## src/rtl/pipeline_hazard_ctrl_pkg.sv

```systemverilog
// Shared types and constants for the pipeline hazard controller.
package pipeline_hazard_ctrl_pkg;

  localparam int REG_W_DEF     = 5;
  localparam int DRAIN_CYC_DEF = 3;
  localparam int CNT_W_DEF     = 16;

  // Encoding a pipeline latch loads when it is flushed or bubbled
  localparam logic [31:0] NOP_INSTR = 32'h0000_0000;

  typedef enum logic [2:0] {
    RUN        = 3'd0,
    LD_STALL   = 3'd1,
    MEM_WAIT   = 3'd2,
    HALT_DRAIN = 3'd3,
    HALTED     = 3'd4,
    STEP       = 3'd5
  } state_t;

endpackage

```

## src/rtl/pipeline_hazard_ctrl_load_use_detect.sv

```systemverilog
// Combinational load-use comparator: a load in EX writes a register the ID instruction reads.
module load_use_detect
  import pipeline_hazard_ctrl_pkg::*;
#(
  parameter int REG_W = REG_W_DEF
) (
  input  logic             id_valid,
  input  logic [REG_W-1:0] id_rs,
  input  logic [REG_W-1:0] id_rt,
  input  logic             id_uses_rt,
  input  logic             ex_mem_read,
  input  logic [REG_W-1:0] ex_rd,
  output logic             load_use
);

  // r0 is hardwired to zero, so a load targeting it never creates a dependency
  assign load_use = id_valid & ex_mem_read & (ex_rd != '0) &
                    ((ex_rd == id_rs) | (id_uses_rt & (ex_rd == id_rt)));

endmodule

```

## src/rtl/pipeline_hazard_ctrl.sv

```systemverilog
// Stall/flush scheduler for the 5-stage pipeline: latch enables, IF_ID flush, ID_EX bubble, debug halt/step.
// Define HAZARD_STATS_EN to build the saturating stall_cycles/flush_count statistics counters.
module pipeline_hazard_ctrl
  import pipeline_hazard_ctrl_pkg::*;
#(
  parameter int REG_W     = REG_W_DEF,
  parameter int DRAIN_CYC = DRAIN_CYC_DEF,
  parameter int CNT_W     = CNT_W_DEF
) (
  input  logic             clock,
  input  logic             reset,
  input  logic             id_valid,
  input  logic [REG_W-1:0] id_rs,
  input  logic [REG_W-1:0] id_rt,
  input  logic             id_uses_rt,
  input  logic             ex_mem_read,
  input  logic [REG_W-1:0] ex_rd,
  input  logic             branch_taken,
  input  logic             dmem_wait,
  input  logic             halt_req,
  input  logic             step_req,
  output logic             pc_en,
  output logic             if_id_en,
  output logic             if_id_flush,
  output logic             id_ex_bubble,
  output logic             ex_mem_en,
  output logic             mem_wb_en,
  output logic             halted,
  output logic [CNT_W-1:0] stall_cycles,
  output logic [CNT_W-1:0] flush_count
);

  localparam int DRAIN_W = (DRAIN_CYC > 1) ? $clog2(DRAIN_CYC) : 1;
  localparam logic [DRAIN_W-1:0] DRAIN_LAST = DRAIN_W'(DRAIN_CYC - 1);

  state_t             state, state_next;
  logic [DRAIN_W-1:0] drain, drain_next;
  logic               load_use;

  load_use_detect #(.REG_W(REG_W)) u_load_use_detect (
    .id_valid    (id_valid),
    .id_rs       (id_rs),
    .id_rt       (id_rt),
    .id_uses_rt  (id_uses_rt),
    .ex_mem_read (ex_mem_read),
    .ex_rd       (ex_rd),
    .load_use    (load_use)
  );

  always_ff @(posedge clock) begin
    if (reset) begin
      state <= RUN;
      drain <= '0;
    end else begin
      state <= state_next;
      drain <= drain_next;
    end
  end

  always_comb begin
    state_next   = state;
    drain_next   = drain;
    pc_en        = 1'b1;
    if_id_en     = 1'b1;
    if_id_flush  = 1'b0;
    id_ex_bubble = 1'b0;
    ex_mem_en    = 1'b1;
    mem_wb_en    = 1'b1;
    halted       = 1'b0;

    case (state)
      RUN: begin
        if (dmem_wait) begin
          pc_en      = 1'b0;
          if_id_en   = 1'b0;
          ex_mem_en  = 1'b0;
          mem_wb_en  = 1'b0;
          state_next = MEM_WAIT;
        end else if (load_use) begin
          pc_en        = 1'b0;
          if_id_en     = 1'b0;
          id_ex_bubble = 1'b1;
          state_next   = LD_STALL;
        end else if (branch_taken) begin
          if_id_flush = 1'b1;
        end else if (halt_req) begin
          pc_en        = 1'b0;
          if_id_en     = 1'b0;
          id_ex_bubble = 1'b1;
          drain_next   = '0;
          state_next   = HALT_DRAIN;
        end
      end

      // The stalled consumer advances this cycle; its hazard was already resolved
      LD_STALL: begin
        if (dmem_wait) begin
          pc_en      = 1'b0;
          if_id_en   = 1'b0;
          ex_mem_en  = 1'b0;
          mem_wb_en  = 1'b0;
          state_next = MEM_WAIT;
        end else begin
          state_next = RUN;
        end
      end

      MEM_WAIT: begin
        if (dmem_wait) begin
          pc_en     = 1'b0;
          if_id_en  = 1'b0;
          ex_mem_en = 1'b0;
          mem_wb_en = 1'b0;
        end else begin
          state_next = RUN;
        end
      end

      // Back half keeps flowing bubbles until the older instructions have retired
      HALT_DRAIN: begin
        pc_en        = 1'b0;
        if_id_en     = 1'b0;
        id_ex_bubble = 1'b1;
        if (dmem_wait) begin
          ex_mem_en = 1'b0;
          mem_wb_en = 1'b0;
        end else if (drain == DRAIN_LAST) begin
          state_next = HALTED;
        end else begin
          drain_next = drain + 1'b1;
        end
      end

      HALTED: begin
        halted       = 1'b1;
        pc_en        = 1'b0;
        if_id_en     = 1'b0;
        id_ex_bubble = 1'b1;
        if (!halt_req) begin
          state_next = RUN;
        end else if (step_req) begin
          state_next = STEP;
        end
      end

      STEP: begin
        if (dmem_wait) begin
          pc_en     = 1'b0;
          if_id_en  = 1'b0;
          ex_mem_en = 1'b0;
          mem_wb_en = 1'b0;
        end else begin
          drain_next = '0;
          state_next = halt_req ? HALT_DRAIN : RUN;
        end
      end

      default: state_next = RUN;
    endcase

    // Reset holds the front end and pushes NOPs into IF_ID and ID_EX
    if (reset) begin
      pc_en        = 1'b0;
      if_id_en     = 1'b0;
      if_id_flush  = 1'b1;
      id_ex_bubble = 1'b1;
      ex_mem_en    = 1'b1;
      mem_wb_en    = 1'b1;
      halted       = 1'b0;
    end
  end

`ifdef HAZARD_STATS_EN
  logic [CNT_W-1:0] stall_cnt, flush_cnt;

  always_ff @(posedge clock) begin
    if (reset) begin
      stall_cnt <= '0;
      flush_cnt <= '0;
    end else begin
      if (!pc_en && (stall_cnt != '1)) begin
        stall_cnt <= stall_cnt + 1'b1;
      end
      if (if_id_flush && (flush_cnt != '1)) begin
        flush_cnt <= flush_cnt + 1'b1;
      end
    end
  end

  assign stall_cycles = stall_cnt;
  assign flush_count  = flush_cnt;
`else
  assign stall_cycles = '0;
  assign flush_count  = '0;
`endif

endmodule

```

## config.mk

```make
export PLATFORM = sky130hd
export DESIGN_NAME = pipeline_hazard_ctrl
export DESIGN_NICKNAME = d
export VERILOG_FILES = /design/src/rtl/pipeline_hazard_ctrl_pkg.sv /design/src/rtl/pipeline_hazard_ctrl_load_use_detect.sv /design/src/rtl/pipeline_hazard_ctrl.sv
export SDC_FILE = /design/constraint.sdc
export NUM_CORES = 1
export LEC_CHECK = 0
export ABC_AREA = 1
export CAP_MARGIN = 20
export CORE_MARGIN = 8
export CORE_UTILIZATION = 32
export DETAILED_ROUTE_END_ITERATION = 8
export PLACE_DENSITY = 0.77
export SLEW_MARGIN = 40
export SYNTH_ARGS = -nofsm -noshare
export SYNTH_HDL_FRONTEND = slang
export SYNTH_SLANG_ARGS = --single-unit
```

## constraint.sdc

```tcl
create_clock -name clock -period 1.43 [get_ports clock]
set_clock_uncertainty 0.1 [all_clocks]
set_input_delay 0.286 -clock clock [delete_from_list [all_inputs] [get_ports clock]]
set_output_delay 0.286 -clock clock [all_outputs]
set_load 0.02 [all_outputs]
```

==> results of run 1 <==
critical path: stages (launching register included):
cell     delay [ns]
dfxtp_2        0.32
inv_2          0.08
nand2_4        0.06
nor2_4         0.09
buf_4          0.12
nand2_4        0.05
o31ai_4        0.22
buf_6          0.15
sequential cells by signal (all words and copies together) (netlist names):
signal  flops
state       3
drain       2
kinds of logic (layout without fill, tap and decap cells):
family / count (synthesis) / count (layout) / share of synthesized area (%)
simple gates: 92 / 92 / 43.2
buf+inv: 61 / 89 / 39.1
compound gates: 6 / 6 / 3.98
flops: 5 / 5 / 11.0
fa+ha+maj: 1 / 1 / 1.37
other cells: 1 / 32 / 0.411
xor+xnor: 1 / 1 / 0.960
layout make-up:
type	count	area, µm²	share of cell area [%]
clock inverters	1	5.00	0.336
multi-input cells	132	768	51.5
clock buffers	3	22.5	1.51
well taps	31	38.8	2.60
repair buffers	58	449	30.1
flip-flops and latches	5	106	7.13
inverters	27	101	6.80
routing by layer:
layer / vias up / GRT usage (%) / routed length (µm)
li1: 559 / - / -
met1: 492 / 13.0 / 1190
met2: 43 / 21.5 / 1550
met3: 6 / 3.15 / 215
met4: 0 / 5.47 / 53
met5: - / 0 / 0
cell usage after synthesis, drive strengths merged:
cell type | instances | share of area [%]
nand2 | 52 | 22
buf | 34 | 28
inv | 27 | 11
nor2 | 22 | 9.9
nand3 | 13 | 7.7
dfxtp | 5 | 11
a21oi | 3 | 1.6
nand4 | 2 | 1.4
conb | 1 | 0.41
ha | 1 | 1.4
nor3 | 1 | 0.55
nor4 | 1 | 1.4
o21ai | 1 | 0.55
o221ai | 1 | 0.96
o31ai | 1 | 0.82
or2 | 1 | 0.69
xnor2 | 1 | 0.96
stage by stage:
step                      power [mW]  utilization (%)
after global placement          1.40             47.5
after detailed placement        1.42             47.5
final                           2.08             54.6
after CTS                       1.91             51.6
after floorplan                0.988                -
after global routing            2.23             54.6
final timing paths:
path         cells past startpoint  slack [ns]     endpoint
max                              7       -0.30  if_id_flush
min                              2        0.40     drain[0]
max reg2reg                      8       -0.16     state[1]
min reg2reg                      2        0.40     drain[0]
power groups by stage:
stage	Clock [mW]	Sequential, mW	Combinational [mW]
after floorplan	0	0.245	0.743
after global placement	0	0.234	1.16
after detailed placement	0	0.235	1.18
after CTS	0.175	0.243	1.49
after global routing	0.181	0.265	1.79
final	0.168	0.260	1.65
timing repair:
action | in CTS | in global routing
setup endpoints to repair | 12 | 12
setup buffers | 8 | 1
gates resized for setup | 138 | 20
hold endpoints to repair | 0 | 0
pin swaps | 34 | 9
hold buffers | 0 | 0
cell usage in the layout, fill, tap and decap left out:
cell type / count
dlygate4sd2_1: 5
a21oi_2: 2
nand2_2: 5
clkdlybuf4s50_1: 3
buf_2: 13
nor4_4: 1
a21oi_4: 1
conb_1: 32
nand3_2: 3
clkdlybuf4s15_1: 1
ha_1: 1
dfxtp_4: 1
nor2_2: 5
inv_1: 17
nand3_1: 8
nand2_1: 41
nand2_4: 6
dfxtp_1: 2
clkinv_2: 1
clkbuf_4: 3
o221ai_2: 1
nand3_4: 2
nor3_2: 1
inv_2: 10
o21ai_2: 1
o31ai_4: 1
buf_6: 8
dfxtp_2: 2
buf_4: 28
nor2_1: 11
xnor2_1: 1
nand4_1: 2
nor2_4: 6
or2_2: 1
==> metrics.md, run 1 <==
| Metric | Value |
|---|---|
| Status | `complete, but fails checks` |
| Failing checks | `negative setup slack` |
| # diodes | `0` |
| First-pass GRT wire length | `5080 µm` |
| Largest net degree at the start of global routing | `7` |
| Number of port buffers | `30` |
| CTS tree | `done` |
| Vias in the first global route | `1145` |
| Final net count | `252` |
| Count of mapped cells out of synthesis | `167` |
| Internal power | `1.06 mW` |
| Clock transition at path regs | `0.05 ns` |
| Crit path kind | `flip-flop to output pin` |
| DPL Wire Length | `2190 µm` |
| Pre-CTS setup slack | `-1.15 ns` |
| Setup crit start kind | `flip-flop` |
| Cells after DPL | `245` |
| Crit. End Element | `output pin` |
| Initial Util | `33.4%` |
| Synthesized area | `912 µm²` |
| Post-Route WL | `3010 µm` |
| Drt first pass iters | `4` |
| Post-route setup TNS | `-2.08 ns` |
| Total CTS buffers | `3` |
| Fmax | `0.578 GHz` |
| Clk pwr share | `8.1%` |
| Area grow syn2layout | `63.5%` |
| Via density per instance | `4.28` |
| Endpoints failing hold | `0` |
| # rows | `19` |
| Hold slack | `0.397 ns` |
| Initial antenna violation count | `0` |
| Root cell of the clock tree | `clkbuf_4` |
| Clock tree buffer depth | `2` |
| Die height | `69.4 µm` |
| Final antenna-violating net count | `0` |
| Synth cell types | `21` |
| GRT Overall Usage | `12.1%` |
| GP Congestion | `0.897` |
| Initial DRC Count | `72` |
| Final WS setup | `-0.301 ns` |
| Placed cell area | `1300 µm²` |
| Crit path DAT | `1.34 ns` |
| Fin cells | `257` |
| WL/cell | `11.7 µm` |
| Layout cells sized above 1 | `45.1%` |
| DRC Markers | `0` |
| Post-synthesis sequential area ratio | `11.0%` |
| Worst setup path start | `state[1]` |
| LEAKAGE | `0.852 nW` |
| Synth Area per Inst | `5.46 µm²` |
| Core area | `2730 µm²` |
| Worst reg2reg startpoint | `state[0]` |
| Die area | `4810 µm²` |
| Pwr/cell area | `1390 nW/µm²` |
| Max_cap viols | `0` |
| HP Class | `flip-flop to flip-flop` |
| Clk_lat worst skew | `0.25 ns` |
| Final instance area | `1490 µm²` |
| CP max FO | `2` |
| Count of pins over their slew limit | `0` |
| Sw Ratio | `49.1%` |
| Crit share post-route | `121%` |
| GRT Residual Overflow | `0` |
| Seq pwr share | `12.5%` |
| Total number of vias | `1100` |
| Switch Pwr | `1.02 mW` |
| Fill count | `239` |
| Hold Crit Start | `drain[0]` |
| Worst VDD drop | `0.848 mV` |
| H-tree depth | `1` |
| IO Count | `63` |
| Yosys warns | `0` |
| Unrepaired setup endpoints after global routing | `yes` |
| Synth Register Bits | `5` |
| Required @ worst endpoint | `1.04 ns` |
| Setup Viol. Count Final | `12` |
| Clock sink total | `5` |
| Die Wd | `69.4 µm` |
| Combinational share of power | `79.4%` |
| Period minus WS final | `1.73 ns` |
Note: power is estimated with default switching activity, not from simulation.
==> run 2: changes to the inputs <==
--- a/config.mk
+++ b/config.mk
@@ -10,6 +10,7 @@
 export CORE_MARGIN = 8
 export CORE_UTILIZATION = 32
 export DETAILED_ROUTE_END_ITERATION = 8
+export GPL_ROUTABILITY_DRIVEN = 0
 export PLACE_DENSITY = 0.77
 export SLEW_MARGIN = 40
 export SYNTH_ARGS = -nofsm -noshare
==> results of run 2 <==
No change in the layout: final DEF, timing and power equal those of run 1.
